--- config.mk ---
export PLATFORM = sky130hd
export DESIGN_NAME = multicycle_ctrl
export DESIGN_NICKNAME = d
export VERILOG_FILES = /design/src/rtl/riscv_ctrl_pkg.sv /design/src/rtl/mem_wait_timer.sv /design/src/rtl/multicycle_ctrl.sv
export SDC_FILE = /design/constraint.sdc
export NUM_CORES = 1
export LEC_CHECK = 0
export ABC_AREA = 1
export BUFFER_PORTS_ARGS = -buffer_cell sky130_fd_sc_hd__buf_2
export CELL_PAD_IN_SITES_DETAIL_PLACEMENT = 1
export CELL_PAD_IN_SITES_GLOBAL_PLACEMENT = 2
export CORE_MARGIN = 2
export CORE_UTILIZATION = 28
export DETAILED_ROUTE_END_ITERATION = 10
export GPL_TIMING_DRIVEN = 0
export PLACE_DENSITY = 0.91
export SLEW_MARGIN = 40
export SYNTH_ARGS = -nofsm -noshare
export SYNTH_HDL_FRONTEND = slang
export SYNTH_HIERARCHICAL = 1
export SYNTH_SLANG_ARGS = --single-unit
export TNS_END_PERCENT = 100
--- constraint.sdc ---
create_clock -name clk -period 2.93 [get_ports clk]
set_input_delay 0.293 -clock clk [delete_from_list [all_inputs] [get_ports clk]]
set_output_delay 0.293 -clock clk [all_outputs]
set_load 0.02 [all_outputs]
--- src/rtl/riscv_ctrl_pkg.sv ---
// Shared encodings for the RV32I multicycle controller: opcodes, FSM states,
// mux selects, trap causes and the opcode-class decode helper.
package riscv_ctrl_pkg;

    localparam logic [6:0] OPC_R      = 7'b0110011;
    localparam logic [6:0] OPC_OP_IMM = 7'b0010011;
    localparam logic [6:0] OPC_LOAD   = 7'b0000011;
    localparam logic [6:0] OPC_STORE  = 7'b0100011;
    localparam logic [6:0] OPC_BRANCH = 7'b1100011;
    localparam logic [6:0] OPC_JAL    = 7'b1101111;
    localparam logic [6:0] OPC_LUI    = 7'b0110111;

    typedef enum logic [2:0] {
        ST_FETCH  = 3'd0,
        ST_DECODE = 3'd1,
        ST_EXEC   = 3'd2,
        ST_MEM    = 3'd3,
        ST_WB     = 3'd4,
        ST_TRAP   = 3'd5
    } state_t;

    typedef enum logic [1:0] {
        PC_PLUS4  = 2'd0,
        PC_BRANCH = 2'd1,
        PC_JALR   = 2'd2
    } pc_sel_t;

    typedef enum logic [1:0] {
        WB_ALU  = 2'd0,
        WB_MEM  = 2'd1,
        WB_LINK = 2'd2,
        WB_IMM  = 2'd3
    } wb_sel_t;

    typedef enum logic [1:0] {
        ALU_ADD   = 2'd0,
        ALU_FUNCT = 2'd1,
        ALU_CMP   = 2'd2
    } alu_op_t;

    typedef enum logic [1:0] {
        TRAP_NONE    = 2'd0,
        TRAP_ILLEGAL = 2'd1,
        TRAP_IMEM    = 2'd2,
        TRAP_DMEM    = 2'd3
    } trap_cause_t;

    typedef enum logic [2:0] {
        CLS_ILLEGAL = 3'd0,
        CLS_R       = 3'd1,
        CLS_OP_IMM  = 3'd2,
        CLS_LOAD    = 3'd3,
        CLS_STORE   = 3'd4,
        CLS_BRANCH  = 3'd5,
        CLS_JAL     = 3'd6,
        CLS_LUI     = 3'd7
    } op_class_t;

    function automatic op_class_t decode_class(input logic [6:0] opc);
        op_class_t cls;
        case (opc)
            OPC_R:      cls = CLS_R;
            OPC_OP_IMM: cls = CLS_OP_IMM;
            OPC_LOAD:   cls = CLS_LOAD;
            OPC_STORE:  cls = CLS_STORE;
            OPC_BRANCH: cls = CLS_BRANCH;
            OPC_JAL:    cls = CLS_JAL;
            OPC_LUI:    cls = CLS_LUI;
            default:    cls = CLS_ILLEGAL;
        endcase
        return cls;
    endfunction

endpackage

--- src/rtl/mem_wait_timer.sv ---
// Counts consecutive cycles spent waiting on a memory handshake; expired is
// high during the MEM_TIMEOUT-th waiting cycle.
module mem_wait_timer #(
    parameter int MEM_TIMEOUT = 16
) (
    input  logic clk,
    input  logic reset,
    input  logic clr,
    input  logic en,
    output logic expired
);

    localparam int TW = 8;

    logic [TW-1:0] cnt_q;
    logic [TW-1:0] cnt_d;

    // cnt_q holds the number of waiting cycles already completed
    assign expired = (cnt_q == TW'(MEM_TIMEOUT - 1));

    always_comb begin
        cnt_d = cnt_q;
        if (clr) begin
            cnt_d = '0;
        end else if (en && !expired) begin
            cnt_d = cnt_q + 8'd1;
        end
    end

    always_ff @(posedge clk) begin
        if (reset) begin
            cnt_q <= '0;
        end else begin
            cnt_q <= cnt_d;
        end
    end

endmodule

--- src/rtl/multicycle_ctrl.sv ---
// Multicycle RV32I control FSM: fetch/decode/exec/mem/writeback sequencing
// with bounded-wait memory handshakes and a sticky trap state.
module multicycle_ctrl
    import riscv_ctrl_pkg::*;
#(
    parameter int MEM_TIMEOUT = 16,
    parameter int CNT_W       = 32
) (
    input  logic             clk,
    input  logic             reset,
    input  logic [6:0]       opcode,
    input  logic             br_taken,
    input  logic             imem_ready,
    input  logic             dmem_ready,
    output logic             imem_req,
    output logic             ir_we,
    output logic             pc_we,
    output logic [1:0]       pc_sel,
    output logic             alu_b_sel,
    output logic [1:0]       alu_op,
    output logic             dmem_rd,
    output logic             dmem_wr,
    output logic             reg_we,
    output logic [1:0]       wb_sel,
    output logic             trap,
    output logic [1:0]       trap_cause,
    output logic [CNT_W-1:0] instret,
    output logic [2:0]       state_o
);

    state_t           state_q, state_d;
    op_class_t        class_q, class_d;
    logic             taken_q, taken_d;
    logic             trap_q, trap_d;
    trap_cause_t      cause_q, cause_d;
    logic [CNT_W-1:0] instret_q, instret_d;

    logic tmr_clr;
    logic tmr_en;
    logic tmr_expired;

    mem_wait_timer #(
        .MEM_TIMEOUT(MEM_TIMEOUT)
    ) u_timer (
        .clk    (clk),
        .reset  (reset),
        .clr    (tmr_clr),
        .en     (tmr_en),
        .expired(tmr_expired)
    );

    // The timer restarts whenever a waiting state is freshly entered
    assign tmr_clr = (state_d != state_q) && ((state_d == ST_FETCH) || (state_d == ST_MEM));

    always_comb begin
        state_d   = state_q;
        class_d   = class_q;
        taken_d   = taken_q;
        trap_d    = trap_q;
        cause_d   = cause_q;
        instret_d = instret_q;
        tmr_en    = 1'b0;
        case (state_q)
            ST_FETCH: begin
                if (imem_ready) begin
                    state_d = ST_DECODE;
                end else begin
                    tmr_en = 1'b1;
                    if (tmr_expired) begin
                        state_d = ST_TRAP;
                        trap_d  = 1'b1;
                        cause_d = TRAP_IMEM;
                    end
                end
            end
            ST_DECODE: begin
                class_d = decode_class(opcode);
                if (class_d == CLS_ILLEGAL) begin
                    state_d = ST_TRAP;
                    trap_d  = 1'b1;
                    cause_d = TRAP_ILLEGAL;
                end else begin
                    state_d = ST_EXEC;
                end
            end
            ST_EXEC: begin
                taken_d = (class_q == CLS_BRANCH) && br_taken;
                if ((class_q == CLS_LOAD) || (class_q == CLS_STORE)) begin
                    state_d = ST_MEM;
                end else begin
                    state_d = ST_WB;
                end
            end
            ST_MEM: begin
                if (dmem_ready) begin
                    state_d = ST_WB;
                end else begin
                    tmr_en = 1'b1;
                    if (tmr_expired) begin
                        state_d = ST_TRAP;
                        trap_d  = 1'b1;
                        cause_d = TRAP_DMEM;
                    end
                end
            end
            ST_WB: begin
                instret_d = instret_q + CNT_W'(1);
                state_d   = ST_FETCH;
            end
            ST_TRAP: begin
                state_d = ST_TRAP;
            end
            default: begin
                state_d = ST_FETCH;
            end
        endcase
    end

    always_ff @(posedge clk) begin
        if (reset) begin
            state_q   <= ST_FETCH;
            class_q   <= CLS_ILLEGAL;
            taken_q   <= 1'b0;
            trap_q    <= 1'b0;
            cause_q   <= TRAP_NONE;
            instret_q <= '0;
        end else begin
            state_q   <= state_d;
            class_q   <= class_d;
            taken_q   <= taken_d;
            trap_q    <= trap_d;
            cause_q   <= cause_d;
            instret_q <= instret_d;
        end
    end

    pc_sel_t pc_sel_c;
    alu_op_t alu_op_c;
    wb_sel_t wb_sel_c;

    // Outputs are forced low while reset is asserted so an in-flight
    // request or write strobe cannot leak through the reset cycle.
    always_comb begin
        imem_req  = 1'b0;
        ir_we     = 1'b0;
        pc_we     = 1'b0;
        pc_sel_c  = PC_PLUS4;
        alu_b_sel = 1'b0;
        alu_op_c  = ALU_ADD;
        dmem_rd   = 1'b0;
        dmem_wr   = 1'b0;
        reg_we    = 1'b0;
        wb_sel_c  = WB_ALU;
        if (!reset) begin
            case (state_q)
                ST_FETCH: begin
                    imem_req = 1'b1;
                    ir_we    = imem_ready;
                end
                ST_EXEC: begin
                    alu_b_sel = (class_q == CLS_OP_IMM) || (class_q == CLS_LOAD) ||
                                (class_q == CLS_STORE);
                    case (class_q)
                        CLS_R, CLS_OP_IMM: alu_op_c = ALU_FUNCT;
                        CLS_BRANCH:        alu_op_c = ALU_CMP;
                        default:           alu_op_c = ALU_ADD;
                    endcase
                end
                ST_MEM: begin
                    dmem_rd = (class_q == CLS_LOAD);
                    dmem_wr = (class_q == CLS_STORE);
                end
                ST_WB: begin
                    pc_we = 1'b1;
                    if ((class_q == CLS_JAL) || ((class_q == CLS_BRANCH) && taken_q)) begin
                        pc_sel_c = PC_BRANCH;
                    end
                    reg_we = (class_q != CLS_STORE) && (class_q != CLS_BRANCH);
                    case (class_q)
                        CLS_LOAD: wb_sel_c = WB_MEM;
                        CLS_JAL:  wb_sel_c = WB_LINK;
                        CLS_LUI:  wb_sel_c = WB_IMM;
                        default:  wb_sel_c = WB_ALU;
                    endcase
                end
                default: begin
                end
            endcase
        end
    end

    assign pc_sel     = pc_sel_c;
    assign alu_op     = alu_op_c;
    assign wb_sel     = wb_sel_c;
    assign trap       = trap_q && !reset;
    assign trap_cause = reset ? 2'b00 : cause_q;
    assign instret    = reset ? '0 : instret_q;
    assign state_o    = reset ? 3'd0 : state_q;

endmodule

== Word level (Yosys, flattened, before mapping) ==
Index checks and enable logic that the tools add are counted.

* Register bits after elaboration: 50
* Bits in latches: 0
* RAM bits: 0
* Memory bits (read-only): 0
* Input bits: 12
* Output and inout port bits: 51
* Logic and storage cells: 107
* Memories: 0

* Add/sub/neg operators: 2
* Multiply operators: 0
* Divide/modulo/power cells: 0
* $lt $le $gt $ge: 0
* Equal/unequal tests: 29
* Shifts and indexed selects: 0
* Mux-type cells: 48
* Bitwise operators: 0
* Reductions and logical operators: 21

{| class="wikitable"
|+ Operator list
! kind !! count
|-
| adder 32 x 1 -> 32 bit, second input constant || 1
|-
| 2-to-1 mux 32 bit || 1
|-
| 2-to-1 mux 1 bit || 23
|-
| equality test 7 x 6 -> 1 bit, second input constant || 3
|-
| 2-to-1 mux 3 bit || 7
|-
| one-hot mux 3 bit (7 select lines) || 1
|-
| 2-to-1 mux 2 bit || 10
|-
| equality test 3 bit, second input constant || 6
|-
| equality test 3 x 2 -> 1 bit, second input constant || 5
|-
| one-hot mux 3 bit (5 select lines) || 1
|-
| equality test 7 bit, second input constant || 2
|-
| one-hot mux 2 bit (3 select lines) || 2
|-
| logical NOT 3 bit || 3
|-
| adder 8 x 1 -> 8 bit, second input constant || 1
|-
| equality test 8 x 4 -> 1 bit, second input constant || 1
|-
| equality test 7 x 2 -> 1 bit, second input constant || 1
|-
| equality test 7 x 5 -> 1 bit, second input constant || 1
|-
| equality test 3 x 1 -> 1 bit, second input constant || 2
|-
| logical AND 1 bit || 6
|-
| != test 2 bit, second input constant || 3
|-
| != test 3 bit, second input constant || 2
|-
| AND reduction 6 bit || 1
|-
| logical OR 1 bit || 5
|-
| != test 2 x 1 -> 1 bit, second input constant || 2
|-
| 8 further kinds || 10
|}

== Logic depth before layout (Yosys ltp) ==
* Depth after elaboration: 10
* Depth in mapped cells: 15
* Mapped depth without buffers: 15

== Hierarchy ==
Netlist, hierarchy kept.

{| class="wikitable"
|+ Modules (own cells, without submodules)
! module !! instances !! cells each !! area an instance (um^2) !! seq. area each (um^2)
|-
| multicycle_ctrl || 1 || 494 || 2820.2 || 840.8
|-
| mem_wait_timer || 1 || 67 || 426.7 || 160.2
|}

== Worst setup path after synthesis ==
Ideal clock, no wire load.

* Path type: flip-flop to output port
* From: register state_q[0]
* To: output port pc_sel[0]
* Data arrival time: 1.849 ns
* Slack: 0.788 ns
* Stages on the path, launching flop included: 7
* Buffers on the path: 1
* Path through: dfxtp_1 -> inv_1 -> nand3_2 -> buf_2 -> nor2_1 -> inv_1 -> nor4_1

* Word-level cells in the longest chain between the ends: 3

{| class="wikitable"
|+ RTL lines
! item !! line !! RTL
|-
| start: declaration || multicycle_ctrl.sv:31 || <nowiki>state_t state_q, state_d;</nowiki>
|-
| start signal: assignment || multicycle_ctrl.sv:128 || <nowiki>state_q <= state_d;</nowiki>
|-
| equality test 3 bit || multicycle_ctrl.sv:155 || <nowiki>case (state_q)</nowiki>
|-
| 2-to-1 mux 1 bit || multicycle_ctrl.sv:155 ||
|-
| 2-to-1 mux 1 bit || multicycle_ctrl.sv:154 || <nowiki>if (!reset) begin</nowiki>
|-
| end: declaration || multicycle_ctrl.sv:18 || <nowiki>output logic [1:0] pc_sel,</nowiki>
|}

Every way passes these cells.

== Final worst setup path ==
* From: register u_timer.cnt_q[0]
* To: register u_timer.cnt_q[4]

* Word-level cells in the longest chain between the ends: 8
* Elaborated cells between the ends (all ways): 14
* Classes of those cells: add/sub (1); eq/ne (3); mux (4); reduce/logical (6)

{| class="wikitable"
|+ RTL lines
! item !! line !! RTL
|-
| start: declaration || mem_wait_timer.sv:15 || <nowiki>logic [TW-1:0] cnt_q;</nowiki>
|-
| start signal: assignment || mem_wait_timer.sv:34 || <nowiki>cnt_q <= cnt_d;</nowiki>
|-
| equality test 8 x 4 -> 1 bit * || mem_wait_timer.sv:19 || <nowiki>assign expired = (cnt_q == TW'(MEM_TIMEOUT - 1));</nowiki>
|-
| named net tmr_expired || multicycle_ctrl.sv:40 || <nowiki>logic tmr_expired;</nowiki>
|-
| 2-to-1 mux 3 bit * || multicycle_ctrl.sv:69, multicycle_ctrl.sv:99 ||
|-
| 2-to-1 mux 3 bit, on equally long branches || multicycle_ctrl.sv:95, multicycle_ctrl.sv:65 ||
|-
| one-hot mux 3 bit (5 select lines) * || multicycle_ctrl.sv:63 || <nowiki>case (state_q)</nowiki>
|-
| equality test 3 x 2 -> 1 bit / logical NOT 3 bit (equally long branches) || multicycle_ctrl.sv:53 || <nowiki>assign tmr_clr = (state_d != state_q) && ((state_d == ST_FETCH) || (state_d == ST_MEM));</nowiki>
|-
| logical OR 1 bit || multicycle_ctrl.sv:53 ||
|-
| logical AND 1 bit * || multicycle_ctrl.sv:53 ||
|-
| named net tmr_clr || multicycle_ctrl.sv:38 || <nowiki>logic tmr_clr;</nowiki>
|-
| OR reduction 2 bit (no line) * || - ||
|}

The timed path passes the listed nets; every way through them passes the cells marked *.
A chain may end at the register's enable or synchronous reset.

==> results.sh <==
export IMPL_hold_path_class="in2reg"
export IMPL_path_max_fanout=8
export IMPL_finalCritPeriodShare_pct=85.9
export IMPL_async_flop_share_pct=0
export IMPL_hold_violations=0
export IMPL_cts_resized=0
export IMPL_die_x_um=112
export IMPL_synthSimpleGateAreaFrac_pct=45.4
export IMPL_cp_required_ns=3.17
export IMPL_mostFrequentLayoutCells="nand2_1 (140), nor2_1 (119), inv_1 (82), buf_2 (64), dfxtp_1 (50)"
export IMPL_antennaDiodeCount=0
export IMPL_num_vias=3675
export IMPL_setup_viol=0
export IMPL_tns_ns=0
export IMPL_ys_types=35
export IMPL_cts_buffers_inserted=5
export IMPL_rsz0062_at_grt="no"
export IMPL_p_clk_share_pct=40.6
export IMPL_clk_pin_slew_worst_paths_ns=0.07
export IMPL_hold_depth=3
export IMPL_nNetsFinal=643
export IMPL_cts_max_level=2
export IMPL_min_delay_start="br_taken"
export IMPL_die_height_um=112
export IMPL_clkLatencyLatePin_ns=0.30
export IMPL_cts_sinks=50
export IMPL_cp_start_kind="flop"
export IMPL_cpMostUsedCell="nor2_1"
export IMPL_synth_xor_xnor_area_share_pct=1.08
export IMPL_via_per_inst=4.75
export IMPL_seq_power_share_pct=45.5
export IMPL_syn_nets=575
export IMPL_wirelength_um=10500
export IMPL_synth_edff_count=0
export IMPL_synthFlopType="dfxtp_1"
export IMPL_antenna_found_initial=0
export IMPL_fill_cells=1565
export IMPL_crit_chain="ha_1 > nand3_1 > nor2_1 > inv_1 > nand2_1 > inv_1 > a21oi_1 > inv_1 > nor2_1 > nand2_1 > nand2_1 > nor2_1 > nor2_2 > o21ai_0 > nor2_1"
export IMPL_num_rows=39
export IMPL_yosys_warnings=6
export IMPL_maxSlewHeadroom_pct=57.0
export IMPL_grt_overflow_total=0
export IMPL_boundaryPins=63
export IMPL_synth_compound_area_share_pct=10.6
export IMPL_dp_hpwl_um=8490
export IMPL_syn_area_per_cell_um2=5.79
export IMPL_fmaxAchievable_mhz=397
export IMPL_report_final_slew_viol_count=0
export IMPL_dieArea_mm2=0.0125
export IMPL_clk_path_buf_depth=2
export IMPL_peakVddDrop_v=0.000179
export IMPL_grt_total_usage_pct=17.2
export IMPL_synth_top_family_by_area="simple AND/OR/NAND/NOR gates"
export IMPL_grt_pass1_vias=3721
export IMPL_worst_r2r_setup_slack_ns=0.41
export IMPL_pwr_share_comb_pct=13.9
export IMPL_final_util_pct=34.3
export IMPL_synthMuxAreaShare_pct=0
export IMPL_synth_seq_cells=50
export IMPL_initialDrtViolationCount=110
export IMPL_drtAntennaViolNets=0
export IMPL_crit_slowest_cell="dfxtp_1"
export IMPL_coreArea_mm2=0.0114
export IMPL_first_pass_iters=4
export IMPL_synthAdderAreaFrac_pct=0.771
export IMPL_swShare_pct=28.9
export IMPL_ctsHoldBuffers=0
export IMPL_rr_endpoint="u_timer/cnt_q[4]"
export IMPL_rr_worst_depth=15
export IMPL_p_int_mw=1.13
export IMPL_grt_pass1_wl_um=17700
export IMPL_hold_end="taken_q"
export IMPL_r2r_start="u_timer/cnt_q[0]"
export IMPL_io_buffers=61
export IMPL_worst_slack_ns=0.414
export IMPL_grt_max_degree=16
export IMPL_p_per_area_mw_per_mm2=408
export IMPL_final_common_cell="nand2_1"
export IMPL_worst_pin_slew_ns=0.645
export IMPL_drc=0
export IMPL_seq_area_frac_synth_pct=30.8
export IMPL_routedWlPerCell_um=13.5
export IMPL_drive_gt1_share_pct=14.0
export IMPL_max_stage_delay_ns=0.40
export IMPL_flow_area_growth_from_synthesis_pct=20.0
export IMPL_holdWs_ns=0.304
export IMPL_synth_cells=561
export IMPL_outcome="finished clean"
export IMPL_crit_arrival_ns=2.76
export IMPL_power_switching_mw=0.459
export IMPL_syn_area_mm2=0.00325
export IMPL_gp_congestion=0.846
export IMPL_worstSetupPathType="reg2reg"
export IMPL_cap_violations=0
export IMPL_fin_skew_ns=0.00824
export IMPL_pre_cts_slack_ns=0.226
export IMPL_initial_core_util_pct=28.6
export IMPL_cts_tree="yes"
export IMPL_cts_setup_buffers=0
export IMPL_root_buffer="clkbuf_16"
export IMPL_power_leakage_nw=1.73
export IMPL_end_kind="flop"
export IMPL_finalCriticalPeriod_ns=2.52
## layout make-up
cell class / instances / area (µm²) / area share [%]
multi-input cells: 416 / 1880 / 48.4
inverters: 83 / 312 / 8.00
clock buffers: 7 / 153 / 3.92
well taps: 143 / 179 / 4.59
clock inverters: 1 / 8.76 / 0.225
plain buffers: 12 / 52.6 / 1.35
flip-flops and latches: 50 / 1000 / 25.7
repair buffers: 61 / 305 / 7.84
## sequential cells by signal (all words and copies together) (netlist names)
register       count
state_q            3
instret_q         32
trap_q             1
u_timer/cnt_q      8
class_q            3
taken_q            1
cause_q            2
## logic make-up after synthesis
logic type / count (synthesis)
adders and majority gates: 2
xor gates and xnor gates: 4
buffers and inverters: 95
other: 1
DFF: 50
and+or+nand+nor: 344
AOI/OAI and AO/OA: 65
## power groups by stage
stage          clock [mW]  sequential [mW]  combinational, mW
2_1_floorplan           0            0.733              0.153
3_3_place_gp            0            0.738              0.215
3_5_place_dp            0            0.739              0.222
4_1_cts             0.662            0.724              0.224
5_1_grt             0.685            0.728              0.253
6_report            0.645            0.724              0.221
## cells in the mapped netlist, drive strengths merged (4+ instances only)
| master | number | area share, % |
|---|---|---|
| clkbuf | 4 | 0.46 |
| nor3 | 25 | 4.4 |
| a21oi | 41 | 6.3 |
| nand3 | 40 | 6.6 |
| o21ai | 17 | 2.6 |
| nand4 | 6 | 1.6 |
| inv | 83 | 9.6 |
| nor4 | 5 | 0.96 |
| dfxtp | 50 | 31 |
| nor2 | 125 | 15 |
| buf | 8 | 1.2 |
| nand2 | 141 | 16 |
## metal layers
layer / routed length [µm] / vias to the layer above / global-route usage (%)
met3: 375 / 7 / 2.99
met5: 0 / - / 0
met2: 5110 / 57 / 30.5
met4: 88 / 0 / 3.95
li1: - / 1902 / -
met1: 4880 / 1709 / 21.9
## how the worst max path moves through the flow
stage | to | startpoint | depth (start not counted) | slack [ns]
2_1_floorplan | pc_sel[0] | state_q[0] | 6 | 0.79
4_1_cts | u_timer/cnt_q[4] | u_timer/cnt_q[0] | 15 | 0.18
3_3_place_gp | u_timer/cnt_q[4] | u_timer/cnt_q[0] | 15 | 0.31
3_5_place_dp | u_timer/cnt_q[4] | u_timer/cnt_q[0] | 15 | 0.23
5_1_grt | u_timer/cnt_q[3] | u_timer/cnt_q[0] | 15 | 0.08
6_report | u_timer/cnt_q[4] | u_timer/cnt_q[0] | 15 | 0.41
## critical path, delay by kind of cell, from the launching register on
kind            cells  cell delay [ns]
simple gates        9             1.22
flops               1             0.40
compound gates      2             0.34
buf+inv             3             0.26
fa+ha+maj           1             0.21
## stage by stage
| step | cells | instance area [µm²] | power, mW |
|---|---|---|---|
| after floorplan | 561 | 3250 | 0.886 |
| after global placement | 765 | 3730 | 0.953 |
| after detailed placement | 765 | 3730 | 0.962 |
| after CTS | 773 | 3890 | 1.61 |
| after global routing | 773 | 3890 | 1.67 |
| final | 773 | 3890 | 1.59 |
(Power assumes the default switching activity.)
